===== config.mk =====
export PLATFORM = sky130hd
export DESIGN_NAME = imem_uart_loader_flat
export DESIGN_NICKNAME = d
export VERILOG_FILES = /design/src/rtl/imem_loader_pkg.sv /design/src/rtl/imem_uart_loader_if.sv /design/src/rtl/uart_rx_byte.sv /design/src/rtl/imem_uart_loader.sv /design/src/flat_wrapper.sv
export SDC_FILE = /design/constraint.sdc
export NUM_CORES = 1
export LEC_CHECK = 0
export CORE_UTILIZATION = 58
export DETAILED_ROUTE_END_ITERATION = 16
export GPL_TIMING_DRIVEN = 0
export PLACE_DENSITY_LB_ADDON = 0.25
export SLEW_MARGIN = 40
export SYNTH_ARGS = -nofsm -noshare
export SYNTH_HDL_FRONTEND = slang
export SYNTH_SLANG_ARGS = --single-unit

===== constraint.sdc =====
create_clock -name clk -period 2.7 [get_ports clk]
set_input_delay 0.27 -clock clk [delete_from_list [all_inputs] [get_ports clk]]
set_output_delay 0.27 -clock clk [all_outputs]
set_load 0.005 [all_outputs]

===== src/rtl/imem_loader_pkg.sv =====
// Shared types and constants for the UART boot loader: loader and receiver
// state encodings, the frame header value and the fixed frame byte offsets.
package imem_loader_pkg;

  typedef enum logic [2:0] {
    IDLE,
    CNT_LO,
    CNT_HI,
    DATA,
    CSUM,
    DONE,
    ERROR
  } state_t;

  typedef enum logic [1:0] {
    RX_IDLE,
    RX_START,
    RX_BITS,
    RX_STOP
  } rx_state_t;

  localparam logic [7:0] HDR_BYTE = 8'hA5;

  // Fixed positions inside a frame; the checksum follows the count*4 data bytes.
  localparam int OFS_HEADER = 0;
  localparam int OFS_CNT_LO = 1;
  localparam int OFS_CNT_HI = 2;
  localparam int OFS_DATA   = 3;

endpackage


===== src/rtl/imem_uart_loader_if.sv =====
// Instruction-memory write port driven by the loader (master) and consumed
// by the core's instruction RAM (slave).
interface imem_uart_loader_if #(
  parameter int ADDR_WIDTH = 10
);
  logic                  we;
  logic [ADDR_WIDTH-1:0] addr;
  logic [31:0]           wdata;

  modport master (output we, addr, wdata);
  modport slave  (input  we, addr, wdata);
endinterface


===== src/rtl/uart_rx_byte.sv =====
// 8N1 UART receiver: 2-flop synchronizer, mid-bit sampling, glitch rejection
// on the start bit, and one-cycle byte_valid / frame_err pulses.
module uart_rx_byte
  import imem_loader_pkg::*;
#(
  parameter int CLKS_PER_BIT = 868
) (
  input  logic       clk,
  input  logic       reset_n,
  input  logic       rx,
  output logic       byte_valid,
  output logic [7:0] byte_data,
  output logic       frame_err
);

  localparam int CW = $clog2(CLKS_PER_BIT);
  localparam logic [CW-1:0] HALF = CW'(CLKS_PER_BIT / 2 - 1);
  localparam logic [CW-1:0] LAST = CW'(CLKS_PER_BIT - 1);

  logic            sync1_reg, sync2_reg, prev_reg;
  rx_state_t       state_reg, state_next;
  logic [CW-1:0]   cnt_reg, cnt_next;
  logic [2:0]      bit_reg, bit_next;
  logic [7:0]      shift_reg, shift_next;
  logic            valid_next, ferr_next;

  always_ff @(posedge clk or negedge reset_n) begin
    if (!reset_n) begin
      sync1_reg  <= 1'b1;
      sync2_reg  <= 1'b1;
      prev_reg   <= 1'b1;
      state_reg  <= RX_IDLE;
      cnt_reg    <= '0;
      bit_reg    <= '0;
      shift_reg  <= '0;
      byte_valid <= 1'b0;
      frame_err  <= 1'b0;
    end else begin
      sync1_reg  <= rx;
      sync2_reg  <= sync1_reg;
      prev_reg   <= sync2_reg;
      state_reg  <= state_next;
      cnt_reg    <= cnt_next;
      bit_reg    <= bit_next;
      shift_reg  <= shift_next;
      byte_valid <= valid_next;
      frame_err  <= ferr_next;
    end
  end

  always_comb begin
    state_next = state_reg;
    cnt_next   = cnt_reg + 1'b1;
    bit_next   = bit_reg;
    shift_next = shift_reg;
    valid_next = 1'b0;
    ferr_next  = 1'b0;
    case (state_reg)
      RX_IDLE: begin
        cnt_next = '0;
        if (prev_reg && !sync2_reg) state_next = RX_START;
      end
      RX_START: begin
        // A line back high at mid start bit was only a glitch.
        if (cnt_reg == HALF) begin
          cnt_next   = '0;
          bit_next   = '0;
          state_next = sync2_reg ? RX_IDLE : RX_BITS;
        end
      end
      RX_BITS: begin
        if (cnt_reg == LAST) begin
          cnt_next   = '0;
          shift_next = {sync2_reg, shift_reg[7:1]};
          bit_next   = bit_reg + 3'd1;
          if (bit_reg == 3'd7) state_next = RX_STOP;
        end
      end
      RX_STOP: begin
        if (cnt_reg == LAST) begin
          cnt_next   = '0;
          state_next = RX_IDLE;
          valid_next = sync2_reg;
          ferr_next  = !sync2_reg;
        end
      end
      default: state_next = RX_IDLE;
    endcase
  end

  assign byte_data = shift_reg;

endmodule


===== src/rtl/imem_uart_loader.sv =====
// Boot loader: parses A5/count/data/checksum frames from the UART, writes
// words to instruction memory and holds the core in reset until verified.
module imem_uart_loader
  import imem_loader_pkg::*;
#(
  parameter int CLKS_PER_BIT = 868,
  parameter int ADDR_WIDTH   = 10,
  parameter int MAX_WORDS    = 1024,
  parameter int TIMEOUT_CLKS = 1000000
) (
  input  logic                  clk,
  input  logic                  reset_n,
  input  logic                  uart_rx,
  imem_uart_loader_if.master    imem,
  output logic                  cpu_reset_n,
  output logic                  load_done,
  output logic                  load_err,
  output logic [15:0]           words_loaded
);

  localparam int TW = $clog2(TIMEOUT_CLKS + 1);
  localparam logic [TW-1:0] TMAX = TW'(TIMEOUT_CLKS);

  logic       byte_valid, frame_err;
  logic [7:0] byte_data;

  uart_rx_byte #(.CLKS_PER_BIT(CLKS_PER_BIT)) u_rx (
    .clk       (clk),
    .reset_n   (reset_n),
    .rx        (uart_rx),
    .byte_valid(byte_valid),
    .byte_data (byte_data),
    .frame_err (frame_err)
  );

  state_t                state_reg, state_next;
  logic [15:0]           count_reg, count_next;
  logic [1:0]            idx_reg, idx_next;
  logic [31:0]           word_reg, word_next;
  logic [7:0]            acc_reg, acc_next;
  logic [15:0]           words_reg, words_next;
  logic [TW-1:0]         timer_reg, timer_next;
  logic                  we_reg, we_next;
  logic [ADDR_WIDTH-1:0] addr_reg, addr_next;
  logic [31:0]           wdata_reg, wdata_next;
  logic                  cpu_reg, cpu_next;
  logic                  done_reg, done_next;
  logic                  err_reg, err_next;
  logic [15:0]           count_full;
  logic                  active;

  assign count_full = {byte_data, count_reg[7:0]};
  assign active = (state_reg == CNT_LO) || (state_reg == CNT_HI) ||
                  (state_reg == DATA)   || (state_reg == CSUM);

  always_ff @(posedge clk or negedge reset_n) begin
    if (!reset_n) begin
      state_reg <= IDLE;
      count_reg <= '0;
      idx_reg   <= '0;
      word_reg  <= '0;
      acc_reg   <= '0;
      words_reg <= '0;
      timer_reg <= '0;
      we_reg    <= 1'b0;
      addr_reg  <= '0;
      wdata_reg <= '0;
      cpu_reg   <= 1'b0;
      done_reg  <= 1'b0;
      err_reg   <= 1'b0;
    end else begin
      state_reg <= state_next;
      count_reg <= count_next;
      idx_reg   <= idx_next;
      word_reg  <= word_next;
      acc_reg   <= acc_next;
      words_reg <= words_next;
      timer_reg <= timer_next;
      we_reg    <= we_next;
      addr_reg  <= addr_next;
      wdata_reg <= wdata_next;
      cpu_reg   <= cpu_next;
      done_reg  <= done_next;
      err_reg   <= err_next;
    end
  end

  always_comb begin
    state_next = state_reg;
    count_next = count_reg;
    idx_next   = idx_reg;
    word_next  = word_reg;
    acc_next   = acc_reg;
    words_next = words_reg;
    we_next    = 1'b0;
    addr_next  = addr_reg;
    wdata_next = wdata_reg;
    cpu_next   = cpu_reg;
    done_next  = done_reg;
    err_next   = err_reg;
    if (byte_valid)              timer_next = '0;
    else if (timer_reg == TMAX)  timer_next = timer_reg;
    else                         timer_next = timer_reg + 1'b1;

    case (state_reg)
      IDLE, DONE, ERROR: begin
        if (byte_valid && byte_data == HDR_BYTE) begin
          state_next = CNT_LO;
          cpu_next   = 1'b0;
          done_next  = 1'b0;
          err_next   = 1'b0;
          words_next = '0;
          acc_next   = '0;
        end
      end
      CNT_LO: begin
        if (byte_valid) begin
          count_next[7:0] = byte_data;
          state_next      = CNT_HI;
        end
      end
      CNT_HI: begin
        if (byte_valid) begin
          count_next = count_full;
          idx_next   = '0;
          if (count_full == 16'd0 || 32'(count_full) > 32'(MAX_WORDS)) state_next = ERROR;
          else                                                        state_next = DATA;
        end
      end
      DATA: begin
        if (byte_valid) begin
          word_next[{idx_reg, 3'b000} +: 8] = byte_data;
          acc_next = acc_reg ^ byte_data;
          idx_next = idx_reg + 2'd1;
          if (idx_reg == 2'd3) begin
            we_next    = 1'b1;
            addr_next  = words_reg[ADDR_WIDTH-1:0];
            wdata_next = {byte_data, word_reg[23:0]};
            words_next = words_reg + 16'd1;
            if (words_reg + 16'd1 == count_reg) state_next = CSUM;
          end
        end
      end
      CSUM: begin
        if (byte_valid) state_next = (byte_data == acc_reg) ? DONE : ERROR;
      end
      default: state_next = IDLE;
    endcase

    if (active && !byte_valid && (frame_err || timer_reg == TMAX)) state_next = ERROR;

    if (state_next == DONE && state_reg != DONE) begin
      done_next = 1'b1;
      cpu_next  = 1'b1;
    end
    if (state_next == ERROR && state_reg != ERROR) begin
      err_next = 1'b1;
      cpu_next = 1'b0;
    end
  end

  assign imem.we      = we_reg;
  assign imem.addr    = addr_reg;
  assign imem.wdata   = wdata_reg;
  assign cpu_reset_n  = cpu_reg;
  assign load_done    = done_reg;
  assign load_err     = err_reg;
  assign words_loaded = words_reg;

endmodule


===== src/flat_wrapper.sv =====
// flat-port wrapper written by rule: the top's interface ports become plain ports
module imem_uart_loader_flat import imem_loader_pkg::*;
#(
  parameter int CLKS_PER_BIT = 868,
  parameter int ADDR_WIDTH   = 10,
  parameter int MAX_WORDS    = 1024,
  parameter int TIMEOUT_CLKS = 1000000
)
  (clk, reset_n, uart_rx, cpu_reset_n, load_done, load_err, words_loaded, imem_we, imem_addr, imem_wdata);
  imem_uart_loader_if #(.ADDR_WIDTH(ADDR_WIDTH)) imem_i ();
  input  logic clk;
  input  logic reset_n;
  input  logic uart_rx;
  output logic cpu_reset_n;
  output logic load_done;
  output logic load_err;
  output logic [15:0] words_loaded;
  output wire logic [$bits(imem_i.we)-1:0] imem_we;
  output wire logic [$bits(imem_i.addr)-1:0] imem_addr;
  output wire logic [$bits(imem_i.wdata)-1:0] imem_wdata;
  assign imem_we = imem_i.we;
  assign imem_addr = imem_i.addr;
  assign imem_wdata = imem_i.wdata;
  imem_uart_loader #(.CLKS_PER_BIT(CLKS_PER_BIT), .ADDR_WIDTH(ADDR_WIDTH), .MAX_WORDS(MAX_WORDS), .TIMEOUT_CLKS(TIMEOUT_CLKS)) u_core (.clk(clk), .reset_n(reset_n), .uart_rx(uart_rx), .imem(imem_i), .cpu_reset_n(cpu_reset_n), .load_done(load_done), .load_err(load_err), .words_loaded(words_loaded));
endmodule

==> results of run 1 <==
-- power breakdown --
group | internal (mW) | total, mW | switching, mW
Clock | 1.62 | 2.55 | 0.931
Combinational | 0.0614 | 0.160 | 0.0984
Sequential | 2.48 | 2.52 | 0.0381
-- placed cells by master, fill, tap and decap left out, types with 4 or more instances in the layout --
| cell type | netlist | routed |
|---|---|---|
| clkdlybuf4s50_1 | 0 | 63 |
| bufinv_16 | 0 | 4 |
| or3_1 | 8 | 8 |
| ha_1 | 12 | 11 |
| nor4_1 | 8 | 6 |
| inv_1 | 14 | 14 |
| mux2_2 | 27 | 27 |
| o21ai_1 | 15 | 16 |
| nor2_1 | 66 | 65 |
| dfrtp_1 | 160 | 159 |
| clkbuf_16 | 0 | 17 |
| a22o_1 | 4 | 4 |
| nand2_1 | 236 | 234 |
| a21o_1 | 4 | 4 |
| or4_1 | 4 | 4 |
| and3_1 | 11 | 11 |
| o21ai_0 | 59 | 58 |
| buf_4 | 2 | 4 |
| xor2_1 | 23 | 23 |
| clkbuf_1 | 35 | 37 |
| xnor2_1 | 35 | 35 |
| nor3_1 | 6 | 4 |
| a31oi_1 | 4 | 4 |
| nand4_1 | 7 | 7 |
| a21oi_1 | 13 | 13 |
| nand3_1 | 21 | 21 |
-- through the flow --
| stage | power (mW) | cells |
|---|---|---|
| after floorplan | 2.64 | 836 |
| after global placement | 2.72 | 1072 |
| after detailed placement | 2.73 | 1074 |
| after CTS | 5.28 | 1107 |
| after global routing | 5.40 | 1109 |
| final | 5.24 | 1109 |
-- area by class of cell --
class                           instances  area [µm²]  area share (%)
Buffer                                 43         200            2.12
Clock buffer                           24         482            5.10
Clock inverter                          8         149            1.58
Inverter                               15        56.3           0.596
Multi-Input combinational cell        615        3540            37.5
Sequential cell                       163        4080            43.2
Tap cell                              172         215            2.28
Timing Repair Buffer                   69         726            7.68
-- repair_timing --
action | 4_1_cts | 5_1_grt
setup buffers | 0 | 2
pin swaps | 2 | 1
endpoints found under the hold margin | 44 | 0
gates resized for setup | 8 | 12
cloned | 0 | 0
setup endpoints to repair | 8 | 57
hold buffers | 1 | 0
-- per-layer routing --
layer  GRT usage, %  vias to the layer above  wire (µm)  share of wire, %
li1               -                     2976          -                 -
met1           37.0                     3007       7940                46
met2           41.0                      188       8230                48
met3           4.51                       27        758               4.4
met4           7.29                        0        243               1.4
met5              0                        -          0                 0
-- final timing paths --
| check | startpoint | endpoint | slack, ns | cells past startpoint |
|---|---|---|---|---|
| max | u_core.words_loaded[1] | u_core.load_err | 0.09 | 8 |
| min | uart_rx | u_core.u_rx.sync1_reg | 0.26 | 1 |
| max reg2reg | u_core.words_loaded[1] | u_core.load_err | 0.09 | 8 |
| min reg2reg | u_core.u_rx.sync1_reg | u_core.u_rx.sync2_reg | 0.36 | 0 |
| max in group asynchronous | reset_n | u_core.words_loaded[0] | 1.71 | 3 |
| min in group asynchronous | reset_n | u_core.timer_reg[11] | 0.34 | 2 |
-- cell families (layout without fill, tap and decap cells) --
| group | count (synthesis) | after routing | synth area share, % |
|---|---|---|---|
| flip-flops | 163 | 163 | 52.4 |
| buffers and inverters | 58 | 159 | 3.23 |
| adder cells (fa/ha/maj) | 13 | 13 | 2.06 |
| AND/OR/NAND/NOR | 394 | 394 | 22.3 |
| XOR/XNOR | 58 | 58 | 6.52 |
| multiplexers | 29 | 29 | 4.16 |
| AO/OA/AOI/OAI | 121 | 121 | 9.38 |
-- worst max-delay path: stages (launching register included) --
cell	delay (ns)
dfrtp_1	0.45
ha_2	0.30
nand2_2	0.16
nor3_4	0.21
mux2_2	0.36
o21ai_1	0.17
nand4_1	0.22
a221o_1	0.40
a32o_1	0.23
==> results.toml, run 1 <==
[outcome]
outcome = "finished, final reports clean"

[clocking]
cts.sinks = 163
cts_max_level = 4
clockBufferDepth = 2
clkLatencyLatePin_ns = 0.42
root_buffer = "clkbuf_16"
cts_tree = "yes"
numCtsBuffers = 17
path_clk_slew_ns = 0.06

[die]
ios = 65
placementRows = 41
die_h_um = 118
core_area_um2 = 12900
die-area_um2 = 13900
initial_core_util_pct = 60.5
die_x_um = 118

[timing]
fin_hold_ws_ns = 0.256
report.final.hold_viol_count = 0
max_freq_mhz = 383
worstMarginPinSlew_ns = 0.798
max_slew_margin_pct = 46.7
rsz0062_at_grt = "false"
setup_viol = 0
fin_crit_sh_pct = 96.7
setup-tns-final_ns = 0
worst_slack_ns = 0.0884
maxSlewViolCount = 0
period_needed_ns = 2.61
fin_skew_ns = 0.00856

[layout]
largest_reg_flops = 32
final_nets = 939
area_growth_pct = 21.3
antennaDiodeCount = 0
n_fill_cell = 939
final_area_um2 = 9450
fin_util_pct = 73.4
drive_above_1_share_pct = 10.4

[synth]
synth-seq-cells = 163
postSynthAreaPerCell_um2 = 9.32
netlist_area_um2 = 7790
seq_area_frac_synth_pct = 52.4
async_flop_share_pct = 100
synth_area_leaders = "dfrtp_1 (51%), nand2_1 (11%), xnor2_1 (3.9%)"
synth_area_leader_cell = "dfrtp_1"
synth_edf_count = 0
yosysTopAreaCellShare_pct = 51.4
synthDistinctLibCells = 62
yosys_warnings = 0
synth.most_common_cell = "nand2_1"
synthFlopType = "dfrtp_1"
syn_inst = 836
syn-num-nets = 851
synthTopCellsByCount = "nand2_1 (236), dfrtp_1 (160), nor2_1 (66)"

[placement]
dp_slack_ns = -0.358
placed_area_um2 = 8710
gp_congestion = 0.871
hpwl_um = 11400
port_buffers = 64

[detailed_routing]
wl_per_cell_um = 15.5
route.detailed.drc = 0
routed_wl_um = 17200
route.vias.total = 6198
drtIter0Drc = 610
routed_via_density = 5.59
drt_pass1_iterations = 5
ant_nets = 0

[grt]
antenna_found_initial = 0
grt_max_degree = 66
first_global_vias = 5794
gr-usage-all-layers_pct = 26.0
grt_pass1_wl_um = 29000
overflow = 0

[critical_path]
start_kind = "flip-flop"
cp.arrival_ns = 2.92
critical_path_required_ns = 3.01
setup.worst_path.class = "flip-flop to flip-flop"
cp_max_fo = 6
cp-end-kind = "flip-flop"

[job]
maxCapViolations = 0

[worst_hold_path]
worst_hold_path_type = "input pin to flip-flop"

[pwr]
power_leakage_nw = 4.42
vdd_drop_max_uv = 486
power_density_nw_per_um2 = 554
Power figures use the tool's default switching activity.
==> run 2, diff against run 1 <==
Settings changed: CORE_ASPECT_RATIO set to 0.7, REMOVE_ABC_BUFFERS set to 1.
==> results.toml, run 2 (same netlist as run 1, synthesis figures left out) <==
[job]
maxCapViolations = 0

[layout]
fin_util_pct = 71.2
seqCellArea_um2 = 4100
most-common-layout-cells = "nand2_1 (234), dfrtp_1 (147), nor2_1 (65), clkdlybuf4s50_1 (63), o21ai_0 (58)"
multi_input_area_um2 = 3560
largest_reg_flops = 32
final_area_um2 = 9360
final_nets = 908
drive_above_1_share_pct = 12.8
final_common_cell = "nand2_1"
area_growth_pct = 20.1
n_fill_cell = 920
antennaDiodeCount = 0
final_cells = 1072

[critical_path]
reg2reg_to = "u_core.words_loaded[14]"
critical_path_required_ns = 2.99
cp-end-kind = "flip-flop"
cp_max_fo = 16
cp.arrival_ns = 2.93
r2r_slack_ns = 0.07
setup.worst_path.class = "flip-flop to flip-flop"
ff2ff_path_depth = 7
start_kind = "flip-flop"
reg2reg_from = "u_core.u_rx.byte_data[3]"

[timing]
setup_viol = 0
period_needed_ns = 2.63
max_freq_mhz = 380
setup-tns-final_ns = 0
worst_slack_ns = 0.0661
fin_hold_ws_ns = 0.224
report.final.hold_viol_count = 0
maxSlewViolCount = 0
fin_crit_sh_pct = 97.6
max_slew_margin_pct = 45.5
worstMarginPinSlew_ns = 0.795
fin_skew_ns = 0.00930

[die]
die-area_um2 = 13900
ios = 65
initial_core_util_pct = 59.3
die_h_um = 99.0
core_area_um2 = 13100
die_x_um = 141
placementRows = 35

[pwr]
p_total_mw = 5.10
comb_power_share_pct = 3.1
seqPwrFrac_pct = 49.5
power_leakage_nw = 4.36
switchingPower_mw = 1.24
vdd_drop_max_uv = 526
power_density_nw_per_um2 = 545
power_frac_clock_pct = 47.4
swShare_pct = 24.3
p_int_mw = 3.86

[grt]
grt_pass1_wl_um = 28200
first_global_vias = 5669
overflow = 0
grt_max_degree = 80
gr-usage-all-layers_pct = 25.7
antenna_found_initial = 0

[placement]
dp_slack_ns = -0.432
gp_congestion = 0.829
port_buffers = 64
dpl.cell_count = 1026
placed_area_um2 = 8560
hpwl_um = 10500

[worst_hold_path]
worst_hold_path_type = "input pin to asynchronous set/reset pin"

[clocking]
path_clk_slew_ns = 0.07
cts_max_level = 4
clkLatencyLatePin_ns = 0.43
numCtsBuffers = 17
cts.sinks = 163
cts_tree = "yes"
root_buffer = "clkbuf_16"
clockBufferDepth = 2

[detailed_routing]
routed_wl_um = 17000
ant_nets = 0
drt_pass1_iterations = 5
wl_per_cell_um = 15.8
route.detailed.drc = 0
routed_via_density = 5.67
route.vias.total = 6083
drtIter0Drc = 439

[outcome]
outcome = "finished, final reports clean"
[run 2: area by class of cell]
class	instances	share of cell area (%)
multi-input cells	615	38.0
flip-flops and latches	163	43.8
well taps	166	2.22
clock buffers	17	4.55
clock inverters	15	1.71
inverters	15	0.682
repair buffers	81	8.99
[run 2: routing by layer]
| layer | GRT usage, % | wire (µm) | vias up |
|---|---|---|---|
| li1 | - | - | 2928 |
| met1 | 37.6 | 8310 | 2945 |
| met2 | 38.4 | 7470 | 188 |
| met3 | 7.05 | 975 | 22 |
| met4 | 5.94 | 222 | 0 |
| met5 | 0 | 0 | - |
[run 2: how the worst max path moves through the flow]
stage                             start                       to  slack (ns)  depth (start not counted)
6_report       u_core.u_rx.byte_data[3]  u_core.words_loaded[14]        0.07                          7
5_1_grt          u_core.words_loaded[1]          u_core.load_err       -0.05                          9
4_1_cts        u_core.u_rx.byte_data[4]  u_core.words_loaded[14]       0.004                          7
3_5_place_dp     u_core.u_rx.byte_valid  u_core.words_loaded[12]       -0.43                          9
3_3_place_gp                    reset_n      u_core.imem.addr[8]       -4.91                          1
2_1_floorplan    u_core.u_rx.byte_valid   u_core.words_loaded[1]       -1.21                          6
[run 2: power groups by stage]
stage,logic [mW],registers [mW],clock network (mW)
3_5_place_dp,0.159,2.57,0
5_1_grt,0.185,2.53,2.57
3_3_place_gp,0.143,2.57,0
4_1_cts,0.162,2.52,2.45
2_1_floorplan,0.0813,2.56,0
6_report,0.156,2.53,2.42
[run 2: what timing repair did]
action                                 in CTS  in global routing
hold buffers                                1                  0
gates resized for setup                    13                 14
endpoints found under the hold margin     160                  0
pin swaps                                   0                  3
setup buffers                               2                 11
setup endpoints to repair                  57                 53
[run 2: critical path, stage by stage (launching register included)]
cell and delay, ns:
dfrtp_2 0.43, or3_1 0.39, or4_1 0.58, a21o_1 0.24, and2b_4 0.22, o21bai_4 0.27
o21ai_0 0.26, o21ai_1 0.11
==> RTL change 1, RTL diff (config.mk and constraints of run 2) <==
`CLKS_PER_BIT` is set to 868 in 3 places; all go to 1736.
--- a/src/rtl/uart_rx_byte.sv
+++ b/src/rtl/uart_rx_byte.sv
@@ -4,5 +4,5 @@
   import imem_loader_pkg::*;
 #(
-  parameter int CLKS_PER_BIT = 868
+  parameter int CLKS_PER_BIT = 1736
 ) (
   input  logic       clk,
--- a/src/rtl/imem_uart_loader.sv
+++ b/src/rtl/imem_uart_loader.sv
@@ -4,5 +4,5 @@
   import imem_loader_pkg::*;
 #(
-  parameter int CLKS_PER_BIT = 868,
+  parameter int CLKS_PER_BIT = 1736,
   parameter int ADDR_WIDTH   = 10,
   parameter int MAX_WORDS    = 1024,
--- a/src/flat_wrapper.sv
+++ b/src/flat_wrapper.sv
@@ -2,5 +2,5 @@
 module imem_uart_loader_flat import imem_loader_pkg::*;
 #(
-  parameter int CLKS_PER_BIT = 868,
+  parameter int CLKS_PER_BIT = 1736,
   parameter int ADDR_WIDTH   = 10,
   parameter int MAX_WORDS    = 1024,
Behaviour: same outputs for any inputs over 10 cycles, from zero or initial values and one cycle with reset_n low; that may be too few to reach the edited logic, so the function may still have changed.
==> RTL change 1 against run 2 <==
Worst setup slack better by 0.025 ns; routed wire length is 1.1% higher; die area is 1.4% higher; synthesized cell count is 2.6% higher; non-clock buffer count is 13 lower; sequential cell count is 1 higher; final area is 0.52% lower; critical path depth is 1 higher; total power is 2.7% lower; area after synthesis is 1.4% higher; clock power is 7% lower; critical endpoint is now u_core.state_reg[1]; largest cell class unchanged.
==> RTL change 1: results (changes against run 2) <==
qor: global_routing.global_route_wire_length_before_repair 28600 µm [was 28200 µm]
qor: hold_path.hold_path_class in -> reg [was in -> async]
qor: worst_setup_path.timing.reg2reg.setup_slack 0.09 ns [was 0.07 ns]
qor: worst_setup_path.worst_path_largest_cell_delay 0.49 ns [was 0.58 ns]
qor: routing.via_per_inst 5.69 [was 5.67]
qor: clock_network.postCtsSetupBuffers 0 [was 2]
qor: routing.detail_routed_net_length_per_standard_cell 15.6 µm [was 15.8 µm]
qor: synthesis.synth.lib_cells_used.distinct 65 [was 62]
qor: worst_setup_path.critical_path_arrival 2.92 ns [was 2.93 ns]
qor: clock_network.cts_repair_resize_count 6 [was 13]
qor: sta.finalWorstPathRequiredPeriod 2.61 ns [was 2.63 ns]
qor: pwr.switchingPower 1.21 mW [was 1.24 mW]
qor: synthesis.yosys-top-cells-count 245 x sky130_fd_sc_hd__nand2_1, 161 x sky130_fd_sc_hd__dfrtp_1, 71 x sky130_fd_sc_hd__nor2_1, 63 x sky130_fd_sc_hd__o21ai_0, 35 x sky130_fd_sc_hd__clkbuf_1 [was 236 x sky130_fd_sc_hd__nand2_1, 160 x sky130_fd_sc_hd__dfrtp_1, 66 x sky130_fd_sc_hd__nor2_1, 59 x sky130_fd_sc_hd__o21ai_0]
qor: placed_design.dp_cells 1066 [was 1026]
qor: global_routing.largest_net_degree_at_the_start_of_global_routing 73 [was 80]
qor: layout.fill_cells 984 [was 920]
qor: run_status.status complete, no violations [unchanged]
qor: worst_setup_path.critical-path-slowest-cell sky130_fd_sc_hd__dfrtp_1 [was sky130_fd_sc_hd__or4_1]
qor: sta.worst_max_slew_pin_slew 0.646 ns [was 0.795 ns]
qor: placed_design.postPlaceCellArea 8680 µm² [was 8560 µm²]
qor: worst_setup_path.reg2regPathDepth 8 [was 7]
qor: routing.postRouteWirelength 17200 µm [was 17000 µm]
qor: global_routing.first_global_vias 5868 [was 5669]
qor: layout.area.growth.synth_to_final 17.8% [was 20.1%]
qor: worst_setup_path.worst_r2r_startpoint u_core.words_loaded[1] [was u_core.u_rx.byte_data[3]]
qor: synthesis.synthTopCellsByArea sky130_fd_sc_hd__dfrtp_1 51%, sky130_fd_sc_hd__nand2_1 12%, sky130_fd_sc_hd__o21ai_0 4.0% [was sky130_fd_sc_hd__dfrtp_1 51%, sky130_fd_sc_hd__nand2_1 11%, sky130_fd_sc_hd__xnor2_1 3.9%]
qor: routing.routedLengthMet1 8100 µm [was 8310 µm]
qor: placed_design.final_gp_congestion 0.858 [was 0.829]
qor: layout.final_net_count 916 [was 908]
-- RTL change 1: changes by cell type after synthesis, moves of 5 or more --
cell | before | now
sky130_fd_sc_hd__o21ai_1 | 15 | 0
sky130_fd_sc_hd__a21oi_1 | 13 | 22
sky130_fd_sc_hd__mux2_2 | 27 | 18
sky130_fd_sc_hd__nand2_1 | 236 | 245
sky130_fd_sc_hd__nand3b_1 | 1 | 9
sky130_fd_sc_hd__nor2_1 | 66 | 71
sky130_fd_sc_hd__o31ai_1 | 3 | 8
sky130_fd_sc_hd__or3_1 | 8 | 3
-- RTL change 1: cell families (layout without fill, tap and decap cells) --
| group | after synthesis | in the layout | share of synthesized area, % |
|---|---|---|---|
| and+or+nand+nor | 427 | 428 | 24.6 |
| DFF | 164 | 164 | 52.0 |
| AOI/OAI and AO/OA | 120 | 120 | 9.22 |
| buffers and inverters | 59 | 115 | 3.14 |
| xor gates and xnor gates | 57 | 57 | 6.49 |
| muxes | 20 | 20 | 2.82 |
| adders and majority gates | 11 | 11 | 1.74 |
-- RTL change 1: area by class of cell --
cell class / instances / area share [%]
sequential: 164 / 44.2
multi-input combinational: 636 / 38.9
timing repair buffer: 68 / 7.85
clock buffer: 17 / 4.57
tap: 185 / 2.49
clock inverter: 15 / 1.29
inverter: 15 / 0.726
-- RTL change 1: power groups by stage --
stage | registers, mW | logic, mW | clock network [mW]
after floorplan | 2.58 | 0.0811 | 0
after global placement | 2.59 | 0.139 | 0
after detailed placement | 2.59 | 0.161 | 0
after CTS | 2.54 | 0.164 | 2.29
after global routing | 2.55 | 0.190 | 2.39
final | 2.54 | 0.162 | 2.26
-- RTL change 1: layer usage --
metal | up-vias | global-route usage, %
met3 | 29 | 5.30
met4 | 0 | 8.35
met2 | 216 | 39.8
met1 | 3032 | 37.0
met5 | - | 0
li1 | 2987 | -
==> RTL change 2, RTL diff (flow settings as in run 2) <==
Made on the original files. Take the reset off `word_reg` and load it in a clocked block of its own.
--- a/src/rtl/imem_uart_loader.sv
+++ b/src/rtl/imem_uart_loader.sv
@@ -59,5 +59,4 @@
       count_reg <= '0;
       idx_reg   <= '0;
-      word_reg  <= '0;
       acc_reg   <= '0;
       words_reg <= '0;
@@ -73,5 +72,4 @@
       count_reg <= count_next;
       idx_reg   <= idx_next;
-      word_reg  <= word_next;
       acc_reg   <= acc_next;
       words_reg <= words_next;
@@ -84,4 +82,8 @@
       err_reg   <= err_next;
     end
+  end
+
+  always_ff @(posedge clk) begin
+    word_reg <= word_next;
   end
 
Function: same outputs for any inputs over 10 cycles, from zero or initial values and one cycle with reset_n low; that may be too few to reach the edited logic, so the function may still have changed.
==> RTL change 2 against run 2 <==
Total power fell by 0.58%; sequential cell count unchanged; synthesized cell count fell by 2.8%; worst setup slack gained 0.059 ns; critical path depth unchanged; routed wire length hardly changed; clock skew rose by 0.0041 ns; combinational power is 3% higher; sequential power up 2%; final area decreased by 0.76%; area after synthesis is 1.3% higher; count of clock-buffer cells in the layout is 1 higher; critical path type unchanged; largest cell class unchanged; largest power group unchanged.
==> RTL change 2: results (changes against run 2) <==
qor: global_routing.global_route_wire_length_before_repair 27800 µm [was 28200 µm]
qor: worst_setup_path.critical_path_arrival 2.88 ns [was 2.93 ns]
qor: run_status.status complete, no violations [unchanged]
qor: worst_setup_path.critPathMaxFanout 9 [was 16]
qor: routing.via_per_inst 5.72 [was 5.67]
qor: global_routing.globalRouteMet2Util 40.5% [was 38.4%]
qor: synthesis.post_synth_mux_area_share 2.80% [was 4.16%]
qor: synthesis.synthesis.area_per_instance 9.71 µm² [was 9.32 µm²]
qor: hold_path.hold_path_class in -> reg [was in -> async]
qor: routing.postRouteWirelength 17000 µm [about the same]
qor: layout.final_net_count 875 [was 908]
qor: routing.detail_routed_net_length_per_standard_cell 16.1 µm [was 15.8 µm]
qor: sta.whs 0.263 ns [was 0.224 ns]
qor: worst_setup_path.timing.reg2reg.setup_slack 0.13 ns [was 0.07 ns]
qor: synthesis.synth.lib_cells_used.distinct 74 [was 62]
qor: global_routing.globalRouteTotalUtil 25.2% [was 25.7%]
qor: worst_setup_path.crit_path_end u_core.state_reg[0] [was u_core.words_loaded[14]]
qor: synthesis.post_synth_fa_ha_maj_area_fraction 2.03% [was 2.06%]
qor: global_routing.largest_net_degree_at_the_start_of_global_routing 55 [was 80]
qor: placed_design.dp_cells 1024 [was 1026]
qor: synthesis.synth-edff-count 24 [was 0]
qor: worst_setup_path.worst_r2r_startpoint u_core.words_loaded[0] [was u_core.u_rx.byte_data[3]]
qor: layout.final_layout_size_suffix_gt1_share 7.90% [was 12.8%]
qor: synthesis.seq_area_frac_synth 53.2% [was 52.4%]
qor: synthesis.synth_xor_xnor_area_share 6.39% [was 6.52%]
==> RTL change 2: cell types whose count changed after synthesis, moves of 6 or more <==
cell                              run 2  this run
sky130_fd_sc_hd__mux2_2              27         9
sky130_fd_sc_hd__nand2b_1             2        15
sky130_fd_sc_hd__xor2_1              23        32
sky130_fd_sc_hd__o21ai_0             59        13
sky130_fd_sc_hd__edfxtp_1             0        24
sky130_fd_sc_hd__o21ai_1             15        35
sky130_fd_sc_hd__clkbuf_1            35        29
sky130_fd_sc_hd__dfrtp_1            160       136
sky130_fd_sc_hd__and2_1               3        28
sky130_fd_sc_hd__nand4_1              7        15
sky130_fd_sc_hd__nand2_1            236       188
sky130_fd_sc_hd__mux2_1               0         8
sky130_fd_sc_hd__xnor2_1             35        23
==> RTL change 2: final cells by class <==
| cell class | instances | area (µm²) |
|---|---|---|
| clock buffer | 18 | 429 |
| clock inverter | 14 | 141 |
| fill | 988 | 3940 |
| inverter | 18 | 75.1 |
| multi-input combinational | 592 | 3470 |
| sequential | 163 | 4210 |
| tap | 185 | 231 |
| timing repair buffer | 68 | 731 |
==> RTL change 2: cells by family (layout without fill, tap and decap cells) <==
logic type	Yosys count	after routing
DFF	163	163
muxes	20	20
buffers and inverters	59	118
adders and majority gates	13	13
and+or+nand+nor	404	405
xor gates and xnor gates	56	56
AOI/OAI and AO/OA	98	98
==> RTL change 2: metal layers <==
metal / vias to the layer above / wire length (µm)
li1: 2848 / -
met1: 2987 / 7720
met2: 183 / 8170
met3: 29 / 851
met4: 0 / 244
met5: - / 0
==> RTL change 2: worst max-delay path: stages (launching register included) <==
cell	delay [ns]
sky130_fd_sc_hd__dfrtp_1	0.54
sky130_fd_sc_hd__ha_1	0.32
sky130_fd_sc_hd__nand3_2	0.24
sky130_fd_sc_hd__nor3_4	0.31
sky130_fd_sc_hd__and3_1	0.26
sky130_fd_sc_hd__xnor3_1	0.26
sky130_fd_sc_hd__and4b_1	0.26
sky130_fd_sc_hd__a41oi_1	0.26
==> RTL change 2: timing repair <==
item                       4_1_cts  5_1_grt
pin swaps                        0        1
hold endpoints to repair        36        0
cloned                           0        1
resized for setup                3        3
hold buffers                     1        0
buffers inserted                 0        0
setup endpoints to repair       12       15
==> RTL change 2: where the power goes <==
group          internal (mW)  switching (mW)  leakage [nW]
registers               2.53          0.0434          2.07
logic                 0.0653          0.0952          1.84
clock network           1.30            1.04         0.272
total                   3.89            1.18          4.18
